$ cat src/rtl/csr_trap_ctrl_if.sv
// CSR register-file port: the trap sequencer is the master, the CSR file the slave.
// Read data is combinational and valid in the same cycle as csr_rd.
interface csr_trap_ctrl_if;
  logic [11:0] csr_addr;
  logic [31:0] csr_wdata;
  logic        csr_rd;
  logic        csr_wr;
  logic [31:0] csr_rdata;

  modport master (
    output csr_addr, csr_wdata, csr_rd, csr_wr,
    input  csr_rdata
  );

  modport slave (
    input  csr_addr, csr_wdata, csr_rd, csr_wr,
    output csr_rdata
  );
endinterface

$ cat src/rtl/csr_trap_ctrl.sv
// Machine-mode trap/mret sequencer driving the CSR port while trap_busy is high.
// Interrupt entry saves mepc/mcause, updates mstatus and vectors through mtvec.
module csr_trap_ctrl #(
  parameter int MIE_BIT  = 3,
  parameter int MPIE_BIT = 7,
  parameter int MEIE_BIT = 11,
  parameter int MTIE_BIT = 7,
  parameter int HOLDOFF  = 16
) (
  input  logic               clk,
  input  logic               rst,
  input  logic               irq_ext_i,
  input  logic               irq_tmr_i,
  input  logic               mret_req_i,
  input  logic [31:0]        pc_cur_i,
  csr_trap_ctrl_if.master    csr,
  output logic               trap_busy_o,
  output logic               pc_redirect_valid_o,
  output logic [31:0]        pc_redirect_o
);

  localparam int HW = $clog2(HOLDOFF + 1);

  typedef enum logic [3:0] {
    IDLE, T_CHK_ST, T_CHK_IE, T_EPC, T_CAUSE, T_STAT, T_VEC,
    M_ST, M_STW, M_EPC, REDIR
  } state_t;

  state_t        state_q, state_d;
  logic [31:0]   st_q, st_d;
  logic [31:0]   epc_q, epc_d;
  logic [31:0]   target_q, target_d;
  logic [3:0]    cause_q, cause_d;
  logic [HW-1:0] holdoff_q, holdoff_d;

  logic          take_irq;
  logic [31:0]   rd_base;
  logic [31:0]   st_trap;
  logic [31:0]   st_mret;

  always_ff @(posedge clk or posedge rst) begin
    if (rst) begin
      state_q   <= IDLE;
      st_q      <= '0;
      epc_q     <= '0;
      target_q  <= '0;
      cause_q   <= '0;
      holdoff_q <= '0;
    end else begin
      state_q   <= state_d;
      st_q      <= st_d;
      epc_q     <= epc_d;
      target_q  <= target_d;
      cause_q   <= cause_d;
      holdoff_q <= holdoff_d;
    end
  end

  always_comb begin
    state_d   = state_q;
    st_d      = st_q;
    epc_d     = epc_q;
    target_d  = target_q;
    cause_d   = cause_q;
    holdoff_d = (holdoff_q != '0) ? holdoff_q - HW'(1) : holdoff_q;

    csr.csr_addr  = '0;
    csr.csr_wdata = '0;
    csr.csr_rd    = 1'b0;
    csr.csr_wr    = 1'b0;

    take_irq = st_q[MIE_BIT] & ((irq_ext_i & csr.csr_rdata[MEIE_BIT]) |
                                (irq_tmr_i & csr.csr_rdata[MTIE_BIT]));
    rd_base  = {csr.csr_rdata[31:2], 2'b00};

    st_trap           = st_q;
    st_trap[MPIE_BIT] = st_q[MIE_BIT];
    st_trap[MIE_BIT]  = 1'b0;
    st_mret           = st_q;
    st_mret[MIE_BIT]  = st_q[MPIE_BIT];
    st_mret[MPIE_BIT] = 1'b1;

    unique case (state_q)
      IDLE: begin
        if (mret_req_i) begin
          state_d = M_ST;
          epc_d   = pc_cur_i;
        end else if ((irq_ext_i | irq_tmr_i) && holdoff_q == '0) begin
          state_d = T_CHK_ST;
          epc_d   = pc_cur_i;
        end
      end
      T_CHK_ST: begin
        csr.csr_addr = 12'h300;
        csr.csr_rd   = 1'b1;
        st_d         = csr.csr_rdata;
        state_d      = T_CHK_IE;
      end
      T_CHK_IE: begin
        csr.csr_addr = 12'h304;
        csr.csr_rd   = 1'b1;
        if (take_irq) begin
          cause_d = (irq_ext_i & csr.csr_rdata[MEIE_BIT]) ? 4'(MEIE_BIT) : 4'(MTIE_BIT);
          state_d = T_EPC;
        end else begin
          // The declining cycle counts as the first holdoff cycle.
          holdoff_d = HW'(HOLDOFF - 1);
          state_d   = IDLE;
        end
      end
      T_EPC: begin
        csr.csr_addr  = 12'h341;
        csr.csr_wr    = 1'b1;
        csr.csr_wdata = epc_q;
        state_d       = T_CAUSE;
      end
      T_CAUSE: begin
        csr.csr_addr  = 12'h342;
        csr.csr_wr    = 1'b1;
        csr.csr_wdata = {1'b1, 27'b0, cause_q};
        state_d       = T_STAT;
      end
      T_STAT: begin
        csr.csr_addr  = 12'h300;
        csr.csr_wr    = 1'b1;
        csr.csr_wdata = st_trap;
        state_d       = T_VEC;
      end
      T_VEC: begin
        csr.csr_addr = 12'h305;
        csr.csr_rd   = 1'b1;
        // Only mode 1 vectors; the reserved modes fall back to direct.
        target_d = (csr.csr_rdata[1:0] == 2'b01) ? rd_base + {26'b0, cause_q, 2'b00} : rd_base;
        state_d  = REDIR;
      end
      M_ST: begin
        csr.csr_addr = 12'h300;
        csr.csr_rd   = 1'b1;
        st_d         = csr.csr_rdata;
        state_d      = M_STW;
      end
      M_STW: begin
        csr.csr_addr  = 12'h300;
        csr.csr_wr    = 1'b1;
        csr.csr_wdata = st_mret;
        state_d       = M_EPC;
      end
      M_EPC: begin
        csr.csr_addr = 12'h341;
        csr.csr_rd   = 1'b1;
        target_d     = rd_base;
        state_d      = REDIR;
      end
      REDIR:   state_d = IDLE;
      default: state_d = IDLE;
    endcase
  end

  assign trap_busy_o         = (state_q != IDLE);
  assign pc_redirect_valid_o = (state_q == REDIR);
  assign pc_redirect_o       = target_q;

endmodule

$ cat src/flat_wrapper.sv
// flat-port wrapper written by rule: the top's interface ports become plain ports
module csr_trap_ctrl_flat 
#(
  parameter int MIE_BIT  = 3,
  parameter int MPIE_BIT = 7,
  parameter int MEIE_BIT = 11,
  parameter int MTIE_BIT = 7,
  parameter int HOLDOFF  = 16
)
  (clk, rst, irq_ext_i, irq_tmr_i, mret_req_i, pc_cur_i, trap_busy_o, pc_redirect_valid_o, pc_redirect_o, csr_csr_addr, csr_csr_wdata, csr_csr_rd, csr_csr_wr, csr_csr_rdata);
  csr_trap_ctrl_if csr_i ();
  input  logic clk;
  input  logic rst;
  input  logic irq_ext_i;
  input  logic irq_tmr_i;
  input  logic mret_req_i;
  input  logic [31:0] pc_cur_i;
  output logic trap_busy_o;
  output logic pc_redirect_valid_o;
  output logic [31:0] pc_redirect_o;
  output wire logic [$bits(csr_i.csr_addr)-1:0] csr_csr_addr;
  output wire logic [$bits(csr_i.csr_wdata)-1:0] csr_csr_wdata;
  output wire logic [$bits(csr_i.csr_rd)-1:0] csr_csr_rd;
  output wire logic [$bits(csr_i.csr_wr)-1:0] csr_csr_wr;
  input wire logic [$bits(csr_i.csr_rdata)-1:0] csr_csr_rdata;
  assign csr_csr_addr = csr_i.csr_addr;
  assign csr_csr_wdata = csr_i.csr_wdata;
  assign csr_csr_rd = csr_i.csr_rd;
  assign csr_csr_wr = csr_i.csr_wr;
  assign csr_i.csr_rdata = csr_csr_rdata;
  csr_trap_ctrl #(.MIE_BIT(MIE_BIT), .MPIE_BIT(MPIE_BIT), .MEIE_BIT(MEIE_BIT), .MTIE_BIT(MTIE_BIT), .HOLDOFF(HOLDOFF)) u_core (.clk(clk), .rst(rst), .irq_ext_i(irq_ext_i), .irq_tmr_i(irq_tmr_i), .mret_req_i(mret_req_i), .pc_cur_i(pc_cur_i), .csr(csr_i), .trap_busy_o(trap_busy_o), .pc_redirect_valid_o(pc_redirect_valid_o), .pc_redirect_o(pc_redirect_o));
endmodule
$ cat config.mk
export PLATFORM = sky130hd
export DESIGN_NAME = csr_trap_ctrl_flat
export DESIGN_NICKNAME = d
export VERILOG_FILES = /design/src/rtl/csr_trap_ctrl_if.sv /design/src/rtl/csr_trap_ctrl.sv /design/src/flat_wrapper.sv
export SDC_FILE = /design/constraint.sdc
export NUM_CORES = 1
export LEC_CHECK = 0
export ABC_AREA = 0
export CORE_MARGIN = 2
export CORE_UTILIZATION = 49
export CTS_CLUSTER_DIAMETER = 50
export DETAILED_ROUTE_END_ITERATION = 8
export PLACE_DENSITY = 0.79
export SYNTH_ARGS = -nofsm -noshare
export SYNTH_HDL_FRONTEND = slang
export SYNTH_SLANG_ARGS = --single-unit
export TNS_END_PERCENT = 1
$ cat constraint.sdc
create_clock -name clk -period 5 [get_ports clk]
set_clock_uncertainty 0.05 [all_clocks]
set_input_delay 1 -clock clk [delete_from_list [all_inputs] [get_ports clk]]
set_output_delay 1 -clock clk [all_outputs]
set_load 0.01 [all_outputs]
==> results of run 1 <==
==> state kept, by name, summed over array words and instances (netlist names) <==
register,count
u_core.pc_redirect_o,30
u_core.state_q,4
u_core.epc_q,32
u_core.holdoff_q,5
u_core.st_q,32
u_core.cause_q,3
==> through the flow <==
| step | total power, mW | hold WS (ns) | setup WS [ns] | area (µm²) | util [%] |
|---|---|---|---|---|---|
| floorplan | 2.70 | 0.399 | 1.16 | 5430 | - |
| global placement | 3.47 | 0.413 | 1.67 | 6860 | 63.6 |
| detailed placement | 3.54 | 0.421 | 1.59 | 6860 | 63.6 |
| CTS | 4.10 | 0.443 | 1.29 | 7070 | 65.5 |
| global route | 4.36 | 0.460 | 1.16 | 7070 | 65.5 |
| finish | 4.08 | 0.433 | 1.26 | 7070 | 65.5 |
==> metal layers <==
layer	vias to the layer above	part of all wire, %	GRT usage (%)
met5	-	0	0
met3	25	6.4	4.60
met1	2044	44	32.4
li1	1975	-	-
met4	0	2.6	8.88
met2	174	47	36.2
==> cell usage in the layout (no fill, tap or decap), types with 6 or more instances in the layout <==
cell             instances
dfrtp_1                106
o21ai_0                 26
nand2_1                 36
nor2_1                  19
nand4_1                 15
nand3_1                 10
xor2_1                  17
conb_1                   8
mux2i_1                  6
a21oi_1                 13
clkdlybuf4s50_1        140
a22o_1                  28
inv_1                    8
xnor2_1                 10
mux2_2                  55
clkbuf_8                10
mux2_1                  12
==> layout make-up <==
cell class | count | share of cell area, %
inverter | 9 | 0.513
clock inverter | 6 | 1.04
multi-input combinational | 335 | 36.2
tap | 140 | 2.48
sequential | 106 | 37.5
clock buffer | 10 | 1.95
timing repair buffer | 145 | 20.4
==> kinds of logic (layout without fill, tap and decap cells) <==
group	Yosys count	count (layout)
flip-flops	106	106
multiplexers	73	73
other	1	8
XOR/XNOR	27	27
adder cells (fa/ha/maj)	6	6
AO/OA/AOI/OAI	95	95
AND/OR/NAND/NOR	126	126
buffers and inverters	44	170
==> synthesized netlist by cell type (5+ instances only) <==
master    count  share of area [%]
xor2_1       17                2.8
a22o_1       28                4.5
a21oi_1      15                1.4
buf_4        12                1.7
inv_1         9               0.63
buf_2        18                1.7
xnor2_1      10                1.6
and3_1        5               0.58
mux2i_1       6                1.1
o21ai_0      26                2.4
nor2_1       20                1.4
mux2_2       55                 11
dfrtp_1     106                 49
mux2_1       12                2.5
ha_1          5                1.2
nand2_1      36                2.5
nand3_1      10               0.93
nand4_1      15                1.7
nand2b_1      5               0.58
==> worst max-delay path: stages, from the launching register on <==
cell,delay (ns)
dfrtp_1,0.57
nor2_1,0.32
inv_1,0.10
nor3_1,0.43
and2_1,0.23
a221o_1,0.12
clkdlybuf4s50_1,0.54
==> worst paths after layout <==
path / slack (ns) / to
max: 1.26 / csr_csr_wdata[1]
min: 0.43 / u_core.pc_redirect_o[5]
max reg2reg: 2.33 / u_core.epc_q[13]
min reg2reg: 0.43 / u_core.pc_redirect_o[5]
max in group asynchronous: 2.84 / u_core.pc_redirect_o[13]
min in group asynchronous: 1.12 / u_core.epc_q[0]
==> report_power, final <==
group	total, mW	leakage, nW	internal, mW	switching, mW
clock network	0.557	0.106	0.252	0.305
registers	1.58	1.26	1.29	0.294
logic	1.94	1.50	1.08	0.858
total	4.08	2.86	2.63	1.46
==> metrics, run 1 <==
Critical Path AT 2.69 ns; adder-cell share of the synthesized area 1.53%; count of final setup violators 0; Placed Instances 735; largest family of logic cells by synthesized area multiplexers; R2R depth 7; DRT Wirelength 13.5 mm; Antenna diodes 0; min Tclk post-route 3.74 ns; fin crit share 74.8%; cells after synthesis 478; hold crit path type reg2reg; CP Capture Type output pin; Fillers 840; CTS Buf Count 9; critical path fanouts, max 15; first-pass GRT wire length 21.2 mm; RSZ-0062 raised after global routing no; P per Cell Area 577 nW/µm²; drt wl/cell 17.9 µm; share of the yosys chip area belonging to registers 49.1%; I/O pins 149; HP Start u_core.pc_redirect_o[5]; Slew Viols, Final 0; via count 4,218; ys flop type dfrtp_1; Fin Setup TNS 0 ns; Starting Density 50.1%; CTS Root Buffer Type clkbuf_8; Clock transition at path regs 0.11 ns; Longest Clk Path Bufs 2; Overflow after GRT 0; Critical Path RT 3.95 ns; global placer's final weighted congestion 0.922; htree depth 3; Post-Synth XOR/XNOR Area 4.38%; Setup CP Type reg2out; area of the multi-input gates 2560 µm²; area grow syn2layout 30.9%; insertion delay to the later sink of the worst-skew pair 0.37 ns; VDD IR max 0.000303 V; Syn Area/Cell 11.3 µm²; input/output buffers 140; Synth Register Bits 106; Core Rows 38; layout net count 681; Compound-Gate Fraction of Synth Area 12.4%; nature of the critical path startpoint flip-flop; Max Cap Viol 0; Leak 2.86 nW; layout cells sized above 1 16.0%; DRC 0; Post-CTS Setup Inserts 0; asr flop ratio synth 100%; dpl hpwl 9.96 mm; Die Span Y 109 µm; die area 11,900 µm²; Total GRT Usage 23.3%; Post-synth EDFFs 0; chip width 109 µm; TritonCTS clock tree done; Hold Fails Final Rpt 0; Worst R2R Start u_core.holdoff_q[0]; initial antenna violation count 0; # resized after CTS 0; cts hold-fix bufs 0; mux cell area share after synthesis 15.1%; Least-Margin Pin Slew 1.10 ns; run status complete, no violations; Post-Synth Simple-Gate Area 13.0%; slew margin rel. 26.6%; Reg area 2650 µm²; mean number of vias per cell 5.62; critical path launch point u_core.state_q[1]; number of global-route vias before repair 4,117; Core ar. 10,800 µm²; Routed Antenna Nets 0; Min-Delay Path Depth 2; pin count of the biggest net entering global routing 76; cell area after synthesis 5400 µm²; total iterations of the first detailed-routing run 5; Layout Cells excl Fill 751; total clock sinks 106; Yosys warning count 0; Unique masters post-synth 60; Max Clock Freq 0.267 GHz; DR iter-0 viols 264
Power figures use the tool's default switching activity.
==> inputs of run 2 (changes only) <==
Clock period 5 ns to 3.6 ns, I/O delays scaled along.
==> run 2 against run 1 <==
  * Core utilization hardly changed
  * Design area hardly changed
  * Sequential power is 39% higher
  * Largest cell class unchanged
  * Worst setup slack worse by 1.1 ns
  * Count of clock-buffer cells in the layout is 1 higher
  * Register-to-register slack worse by 1.4 ns
  * Global-route usage is 1.2 points higher
  * Wire length is 3.0% higher
==> metrics, run 2 (same netlist as run 1, synthesis figures left out) <==
Clock transition at path regs 0.10 ns (was 0.11 ns); Total GRT Usage 24.5% (was 23.3%); DRT Wirelength 13.9 mm (was 13.5 mm); DR iter-0 viols 206 (was 264); min Tclk post-route 3.45 ns; chip width 109 µm (unchanged); most frequent cells in the layout clkdlybuf4s50_1 (140), dfrtp_1 (105), mux2_2 (55) (was clkdlybuf4s50_1 (140), dfrtp_1 (106), mux2_2 (55)); Max Cap Viol 0 (unchanged); Fin Setup TNS 0 ns (unchanged); pin count of the biggest net entering global routing 67 (was 76); CP Capture Type output pin (unchanged); DRC 0 (unchanged); dpl hpwl 10.3 mm (was 9.96 mm); slew margin rel. 38.7% (was 26.6%); global placer's final weighted congestion 0.947 (was 0.922); first-pass GRT wire length 22.0 mm (was 21.2 mm); Finished Cell Area 7080 µm² (was 7070 µm²); total clock sinks 106 (unchanged); CTS Buf Count 9 (unchanged); Leak 2.87 nW (was 2.86 nW); Overflow after GRT 0 (unchanged); RSZ-0062 raised after global routing no (unchanged); Longest Clk Path Bufs 2 (unchanged); layout cells sized above 1 16.4% (was 16.0%); total power 5.62 mW (was 4.08 mW); mean number of vias per cell 5.63 (was 5.62); critical path fanouts, max 31 (was 15); initial antenna violation count 0 (unchanged); layout net count 684 (was 681); insertion delay to the later sink of the worst-skew pair 0.38 ns (was 0.37 ns); total iterations of the first detailed-routing run 5 (unchanged); Slew Viols, Final 0 (unchanged); Critical Path RT 2.83 ns (was 3.95 ns); Die Span Y 109 µm (unchanged); Core Rows 38 (unchanged); count of final setup violators 0 (unchanged); most common cell after layout, fill and taps aside clkdlybuf4s50_1 (unchanged); via count 4,247 (was 4,218); htree depth 3 (unchanged); Post-DP Area 6890 µm² (was 6860 µm²); hold crit path type reg2reg (unchanged); input/output buffers 140 (unchanged); CTS Root Buffer Type clkbuf_8 (unchanged); Starting Density 50.1% (unchanged); TritonCTS clock tree done (unchanged); VDD IR max 0.000378 V (was 0.000303 V); Antenna diodes 0 (unchanged); I/O pins 149 (unchanged); area grow syn2layout 31.0% (was 30.9%); Critical Path AT 2.68 ns (was 2.69 ns); run status complete, no violations (unchanged); Least-Margin Pin Slew 0.917 ns (was 1.10 ns); Setup CP Type reg2out (unchanged); drt wl/cell 18.4 µm (was 17.9 µm); cts hold-fix bufs 0 (unchanged); nature of the critical path startpoint flip-flop (unchanged); Hold Fails Final Rpt 0 (unchanged); fin crit share 95.7%; # resized after CTS 0 (unchanged); P per Cell Area 794 nW/µm² (was 577 nW/µm²); Max Clock Freq 0.290 GHz; Post-CTS Setup Inserts 0 (unchanged); number of global-route vias before repair 4,180 (was 4,117); Core ar. 10,800 µm² (unchanged); die area 11,900 µm² (unchanged); Routed Antenna Nets 0 (unchanged)
[run 2: worst max-delay path, cell delays in order, from the launching register on]
cell and delay, ns:
dfrtp_1 0.62, and2b_1 0.33, nor2b_2 0.19, buf_4 0.35
a221o_1 0.25, clkdlybuf4s50_1 0.55
[run 2: power by group]
group          internal, mW  switching, mW  leakage (nW)  total [mW]
clock network         0.275          0.422        0.0899       0.697
registers              1.79          0.411          1.26        2.20
logic                  1.52           1.20          1.52        2.72
[run 2: stage by stage]
step                util (%)  setup WS (ns)  hold WS (ns)  std cells
floorplan                  -         0.0411         0.399        485
global placement        63.9          0.501         0.411        738
detailed placement      63.9          0.428         0.421        738
CTS                     65.5          0.145         0.444        754
global route            65.6         0.0196         0.458        754
finish                  65.6          0.154         0.436        754
[run 2: path summary, 6_finish.rpt]
kind / start / endpoint / slack [ns] / cells past startpoint
hold reg to reg: u_core.pc_redirect_o[10] / u_core.pc_redirect_o[10] / 0.44 / 2
setup / recovery: u_core.state_q[0] / csr_csr_wdata[31] / 0.15 / 5
max in group asynchronous: rst / u_core.st_q[26] / 2.00 / 3
hold / removal: u_core.pc_redirect_o[10] / u_core.pc_redirect_o[10] / 0.44 / 2
setup reg to reg: u_core.holdoff_q[0] / u_core.epc_q[6] / 0.93 / 7
min in group asynchronous: rst / u_core.epc_q[0] / 0.80 / 2
[run 2: cell type report]
type | count | area (µm²)
Fill cell | 895 | 3720
Sequential cell | 106 | 2650
Multi-Input combinational cell | 335 | 2560
Timing Repair Buffer | 148 | 1470
Tap cell | 140 | 175
Clock buffer | 11 | 141
Clock inverter | 5 | 38.8
Inverter | 9 | 36.3
[run 2: layer usage]
layer	global-route usage (%)	wire length (µm)
met2	36.9	6440
met3	5.26	906
met4	8.52	305
met1	35.1	6230
met5	0	0
